--- src/rtl/round_ctrl.sv ---
// Round sequencer for the two-player push-button duel: re-arms the button latch,
// walks the one-hot position light toward each round winner and flags a game win.
module round_ctrl #(
    parameter int NLEDS    = 9,
    parameter int HOLD_CYC = 1000,
    parameter int RW       = 8
) (
    input  logic             clk,
    input  logic             rst,
    input  logic             start,
    input  logic             winrnd,
    input  logic             right,
    input  logic             tie,
    output logic             clr,
    output logic [NLEDS-1:0] leds,
    output logic             winner_l,
    output logic             winner_r,
    output logic             busy,
    output logic [RW-1:0]    rounds
);

    localparam int PW = $clog2(NLEDS);
    localparam int CW = (HOLD_CYC > 1) ? $clog2(HOLD_CYC) : 1;
    localparam logic [PW-1:0] CENTRE = PW'((NLEDS - 1) / 2);
    localparam logic [PW-1:0] RIGHT_END = PW'(NLEDS - 1);
    localparam logic [CW-1:0] HOLD_LAST = CW'(HOLD_CYC - 1);

    typedef enum logic [1:0] {IDLE, SETTLE, ARMED, GAMEOVER} state_t;

    state_t        state, state_nx;
    logic [PW-1:0] pos, pos_step;
    logic [CW-1:0] cnt;
    logic          accept;
    logic          new_game;
    logic          end_r, end_l;

    // NOTE: every signal assigned in always_comb gets a default first, so no path leaves it unassigned (no latch).
    always_comb begin
        state_nx = state;
        pos_step = pos;
        accept   = (state == ARMED) && winrnd;
        new_game = (state == GAMEOVER) && start;

        if (!tie) begin
            pos_step = right ? pos + 1'b1 : pos - 1'b1;
        end
        end_r = !tie && (pos_step == RIGHT_END);
        end_l = !tie && (pos_step == '0);

        case (state)
            IDLE:     if (start) state_nx = SETTLE;
            SETTLE:   if (cnt == HOLD_LAST) state_nx = ARMED;
            ARMED:    if (winrnd) state_nx = (end_r || end_l) ? GAMEOVER : SETTLE;
            GAMEOVER: if (start) state_nx = SETTLE;
            default:  state_nx = IDLE;
        endcase
    end

    // NOTE: all state and output registers are reset asynchronously so the latch is cleared the instant rst drops.
    always_ff @(posedge clk or negedge rst) begin
        if (!rst) begin
            state    <= IDLE;
            pos      <= CENTRE;
            cnt      <= '0;
            clr      <= 1'b1;
            winner_l <= 1'b0;
            winner_r <= 1'b0;
            rounds   <= '0;
        end else begin
            // NOTE: sequential state uses non-blocking assignments so every register samples pre-edge values.
            state <= state_nx;
            clr   <= (state_nx != ARMED);

            // Counter idles at zero outside SETTLE, so every SETTLE entry starts a fresh hold.
            if (state == SETTLE) cnt <= cnt + 1'b1;
            else                 cnt <= '0;

            if (accept) begin
                pos <= pos_step;
                if (rounds != '1) rounds <= rounds + 1'b1;
                if (end_r) winner_r <= 1'b1;
                if (end_l) winner_l <= 1'b1;
            end else if (new_game) begin
                pos      <= CENTRE;
                rounds   <= '0;
                winner_l <= 1'b0;
                winner_r <= 1'b0;
            end
        end
    end

    always_comb begin
        busy = (state != IDLE);
        leds = NLEDS'(1) << pos;
    end

endmodule
--- config.mk ---
export PLATFORM = sky130hd
export DESIGN_NAME = round_ctrl
export DESIGN_NICKNAME = d
export VERILOG_FILES = /design/src/rtl/round_ctrl.sv
export SDC_FILE = /design/constraint.sdc
export NUM_CORES = 1
export LEC_CHECK = 0
export ABC_AREA = 1
export BUFFER_PORTS_ARGS = -buffer_cell sky130_fd_sc_hd__buf_2
export CAP_MARGIN = 20
export CORE_ASPECT_RATIO = 0.6
export CORE_UTILIZATION = 43
export CTS_BUF_LIST = sky130_fd_sc_hd__clkbuf_8
export CTS_CLUSTER_DIAMETER = 150
export DETAILED_ROUTE_END_ITERATION = 12
export SLEW_MARGIN = 15
export SYNTH_ARGS = -nofsm -noshare
export SYNTH_HDL_FRONTEND = slang
export SYNTH_SLANG_ARGS = --single-unit
export TNS_END_PERCENT = 100
--- constraint.sdc ---
create_clock -name clk -period 2.5 [get_ports clk]
set_input_delay 0.125 -clock clk [delete_from_list [all_inputs] [get_ports clk]]
set_output_delay 0.125 -clock clk [all_outputs]
set_load 0.02 [all_outputs]
; After elaboration in Yosys (flattened, before gate mapping)
; Index checks and enable logic that the tools add are counted.
[word_totals]
ff_bits = 27
inputBits = 6
out_inout_bits = 21
wordCells = 54
[classes]
add_sub_neg = 4
n_eq_ne = 10
shift = 1
mux = 18
n_reduce_logical = 14
[op_table]
columns = op, count
row1 = two-way mux 8 bit, 3
row2 = two-way mux 4 bit, 4
row3 = "adder 10 x 1 -> 10 bit, second input constant", 1
row4 = "== test 10 bit, second input constant", 1
row5 = two-way mux 10 bit, 1
row6 = "left shift 1 x 4 -> 9 bit, first input constant", 1
row7 = "adder 8 x 1 -> 8 bit, second input constant", 1
row8 = two-way mux 2 bit, 4
row9 = "!= test 8 bit, second input constant", 1
row10 = "!= test 2 x 1 -> 1 bit, second input constant", 3
row11 = case mux 2 bit (3 select lines), 1
row12 = AND reduction 2 bit, 3
row13 = two-way mux 1 bit, 5
row14 = "adder 4 x 1 -> 4 bit, second input constant", 1
row15 = "== test 2 bit, second input constant", 2
row16 = "== test 4 bit, second input constant", 1
row17 = logical AND 1 bit, 4
row18 = zero test 4 bit, 1
row19 = nonzero test 2 bit, 2
row20 = "subtractor 4 x 1 -> 4 bit, second input constant", 1
row21 = "== test 2 x 1 -> 1 bit, second input constant", 1
row22 = zero test 2 bit, 1
row23 = "!= test 2 bit, second input constant", 1
row24 = OR reduction 2 bit, 1
row25 = 2 further kinds, 2

; Depth between registers and ports, before layout
[logic_depth]
depth_word = 10
ltp_mapped = 9
mapped_depth_nobuf = 9

; Least setup slack after synthesis
; Ideal clock, no wire load.
[synth_path]
path_type = reg2reg
startpoint = register pos[0]
endpoint = register clr
setup_ns = 0.084
arrival_ns = 1.459
required_ns = 2.416
setup_slack_ns = 0.956
stages_incl_launch_ff = 9
n_path_buf = 0
synth_period_minus_slack_ns = 1.544
path_cell_list = dfrtp_1 -> fa_1 -> or2_1 -> nor2_1 -> nand2_1 -> nand2_1 -> nand2_1 -> nand2_1 -> nand3b_1
[synth_via]
elab_chain_len = 10
word_cells_on_any_way = 13
classes_between = 2 x add/sub / 2 x eq/ne / 5 x mux / 4 x reduce/logical
[synth_rtl]
columns = item, line_no
row1 = start: declaration, 31  ; logic [PW-1:0] pos, pos_step;
row2 = start signal: assignment, 79  ; pos <= pos_step;
row3 = subtractor 4 x 1 -> 4 bit or adder 4 x 1 -> 4 bit (tied branches), 45  ; pos_step = right ? pos + 1'b1 : pos - 1'b1;
row4 = two-way mux 4 bit, 45
row5 = two-way mux 4 bit *, 44  ; if (!tie) begin
row6 = == test 4 bit or zero test 4 bit (tied branches), "47, 48"
row7 = logical AND 1 bit (on tied branches), "47, 48"
row8 = logical OR 1 bit *, 53  ; ARMED: if (winrnd) state_nx = (end_r || end_l) ? GAMEOVER : SETTLE;
row9 = two-way mux 2 bit * (2 in a row), 53
row10 = case mux 2 bit (3 select lines) *, 50  ; case (state)
row11 = != test 2 bit *, 72  ; clr <= (state_nx != ARMED);
row12 = end signal: assignment, 72
row13 = end: declaration, 14  ; output logic clr,
; Mark *: on every way between the ends. The rest lies on a longest branch, timed or not.
; A chain may end at the register's enable or synchronous reset.

; Worst setup path after layout
; Same ends and word-level chain as after synthesis.

==> impl_metrics.yaml <==
cts:
  cts-resized-gates: 0
  path_clk_slew_ns: 0.09
  root_buffer: "clkbuf_8"
  cts_buffers: 3
  worstSkewPairLatency_ns: 0.27
  cts_tree: "done"
  cts_max_level: 1
  clockBufferDepth: 2
  clkSinkCount: 27
routing:
  drc: 0
  firstDrtPassIters: 4
  avgViaCountPerCell: 4.88
  ant_nets: 0
  drt-wirelength-per-cell_um: 11.9
  drt_iter0_markers: 105
  wirelength_mm: 3.49
  dr_total_vias: 1430
global_route:
  grt_overflow: 0
  grt_pass1_vias: 1184
  globalRouteTotalUtil_pct: 18.9
  grt_max_degree: 28
  grt_pass1_wl_mm: 5.69
  antenna_found_initial: 0
flow_run:
  cap_viol_max_count: 0
floorplanning:
  initial_core_util_pct: 44.9
  die_area_um2: 4100
  num_io_pins: 27
  core_region_area_um2: 3680
  rows: 17
  die_x_um: 82.0
  die_y_um: 50.0
logic_synthesis:
  synth_top_area_share_pct: 37.9
  yosysMostFrequentCell: "nand2_1"
  synth_seq_cells: 27
  synth_top_cell_by_area: "dfrtp_1"
  syn_inst: 217
  async_flop_share_pct: 100
  ys_warn_count: 0
  syn_area_per_cell_um2: 7.62
  synth_edf_count: 0
  yosysSeqAreaShare_pct: 41.0
  synth-main-ff-cell: "dfrtp_1"
  synth_area_leaders: "dfrtp_1 38%, nand2_1 12%, inv_1 6.6%, ha_1 6.1%, nor2_1 5.9%"
  synthesis.area_um2: 1650
  netlist_top_cells_count: "52 x nand2_1, 29 x inv_1, 26 x nor2_1"
  synth.distinct_cells: 36
  syn-num-nets: 232
worst_setup_path:
  crit_fanout: 7
  critical_path_arrival_ns: 1.94
  critPathKind: "reg2reg"
  crit_path_start_kind: "register"
  cp.required_ns: 2.70
  ff2ff_path_depth: 8
  worstSetupEndpointType: "register"
power:
  pwr-share-clk_pct: 34.6
  p_int_uw: 557
  p_sw_uw: 157
  p_seq_share_pct: 61.1
  pwr-share-comb_pct: 4.3
  ir_drop_mv: 0.311
  p_leak_uw: 0.00102
  p_per_area_nw_per_um2: 378
  switching_share_pct: 22.0
timing:
  fin_crit_ns: 1.74
  fin_hold_ws_ns: 0.199
  relSlewSlack_pct: 59.3
  tightest_slew_ns: 0.610
  setup_viol: 0
  hold_viol_final: 0
  fin_setup_tns_ns: 0
  fin_skew_ns: 0.00577
  period_share_pct: 69.8
  rsz0062_at_grt: "false"
  max_freq_mhz: 573
  final_max_slew_viol_count: 0
layout:
  drive_above_1_share_pct: 19.1
  antenna_cells: 0
  nets: 262
  area_growth_pct: 14.2
placed_design:
  place.detailed.hpwl_mm: 2.73
  gp_congestion: 0.844
  port_buffers: 26
min_path:
  hold_class: "in2reg"
  min_path_cells: 3
status:
  status: "finished, final reports clean"
==> cell families after synthesis <==
family | synth area share (%)
xor gates and xnor gates | 1.06
AOI/OAI and AO/OA | 12.1
DFF | 41.0
adders and majority gates | 7.27
and+or+nand+nor | 30.4
buffers and inverters | 8.10
==> worst max-delay path, cell delays in order, from the launching register on <==
cell,delay (ns)
dfrtp_1,0.47
fa_1,0.46
or2_1,0.23
nor2_1,0.13
nand2_1,0.11
nand2_1,0.07
nand2_1,0.06
nand2_1,0.06
nand3b_1,0.07
==> final timing paths <==
check | startpoint | slack [ns] | to
worst min register to register | cnt[0]$_DFF_PN0_ | 0.47 | cnt[0]$_DFF_PN0_
min in group asynchronous | rst | 0.39 | rounds[1]$_DFFE_PN0P_
worst min-delay path | tie | 0.20 | pos[2]$_DFFE_PN1P_
max in group asynchronous | rst | 1.69 | rounds[3]$_DFFE_PN0P_
worst max register to register | pos[0]$_DFFE_PN0P_ | 0.76 | clr$_DFF_PN1_
worst max-delay path | pos[0]$_DFFE_PN0P_ | 0.76 | clr$_DFF_PN1_
==> flip-flops by register name, summed over array words and instances, names as in the netlist <==
name and count:
cnt 10, rounds 8, pos 4, state 2, clr 1, winner_l 1, winner_r 1
==> metal layers <==
layer / track usage, % / vias up / share of wire (%)
met5: 0 / - / 0
met4: 3.51 / 0 / 0.40
met3: 4.44 / 2 / 5.7
met2: 21.8 / 34 / 34
met1: 33.0 / 634 / 60
li1: - / 760 / -
==> power groups by stage <==
stage	sequential [uW]	clock, uW	combinational [uW]
final	436	247	30.9
after detailed placement	445	0	30.2
after floorplan	445	0	12.3
after global routing	437	274	34.6
after global placement	445	0	30.5
after CTS	437	259	31.4
==> final cells by class <==
class	count	area (um^2)
Multi-Input combinational cell	156	841
Fill cell	369	1790
Inverter	32	124
Clock buffer	3	41.3
Sequential cell	27	678
Timing Repair Buffer	27	140
Clock inverter	1	5.00
Tap cell	47	58.8
==> metrics by stage <==
step / std cells / setup WS (ns) / area [um^2] / total power (uW) / utilization, %
2_1_floorplan: 217 / 0.956 / 1650 / 457 / -
6_report: 293 / 0.755 / 1890 / 714 / 51.3
4_1_cts: 293 / 0.776 / 1890 / 726 / 51.3
3_5_place_dp: 288 / 0.800 / 1830 / 475 / 49.8
3_3_place_gp: 288 / 0.828 / 1830 / 476 / 49.8
5_1_grt: 293 / 0.628 / 1890 / 746 / 51.3
==> layout by cell type, fill, tap and decap left out, drive strengths merged, types with 2 or more instances in the layout <==
cell type / instances
nand2: 55
inv: 31
nor2: 28
buf: 26
dfrtp: 25
nand3: 16
o21ai: 14
a21oi: 10
ha: 8
nand4: 6
nor3: 3
clkbuf: 3
or2: 3
o21a: 2
clkinv: 2
dfstp: 2
==> what timing repair did <==
item                                   in CTS  in global routing
endpoints found under the hold margin      25                  0
buffers inserted                            0                  0
hold buffers                                1                  0
(Power assumes the default switching activity.)
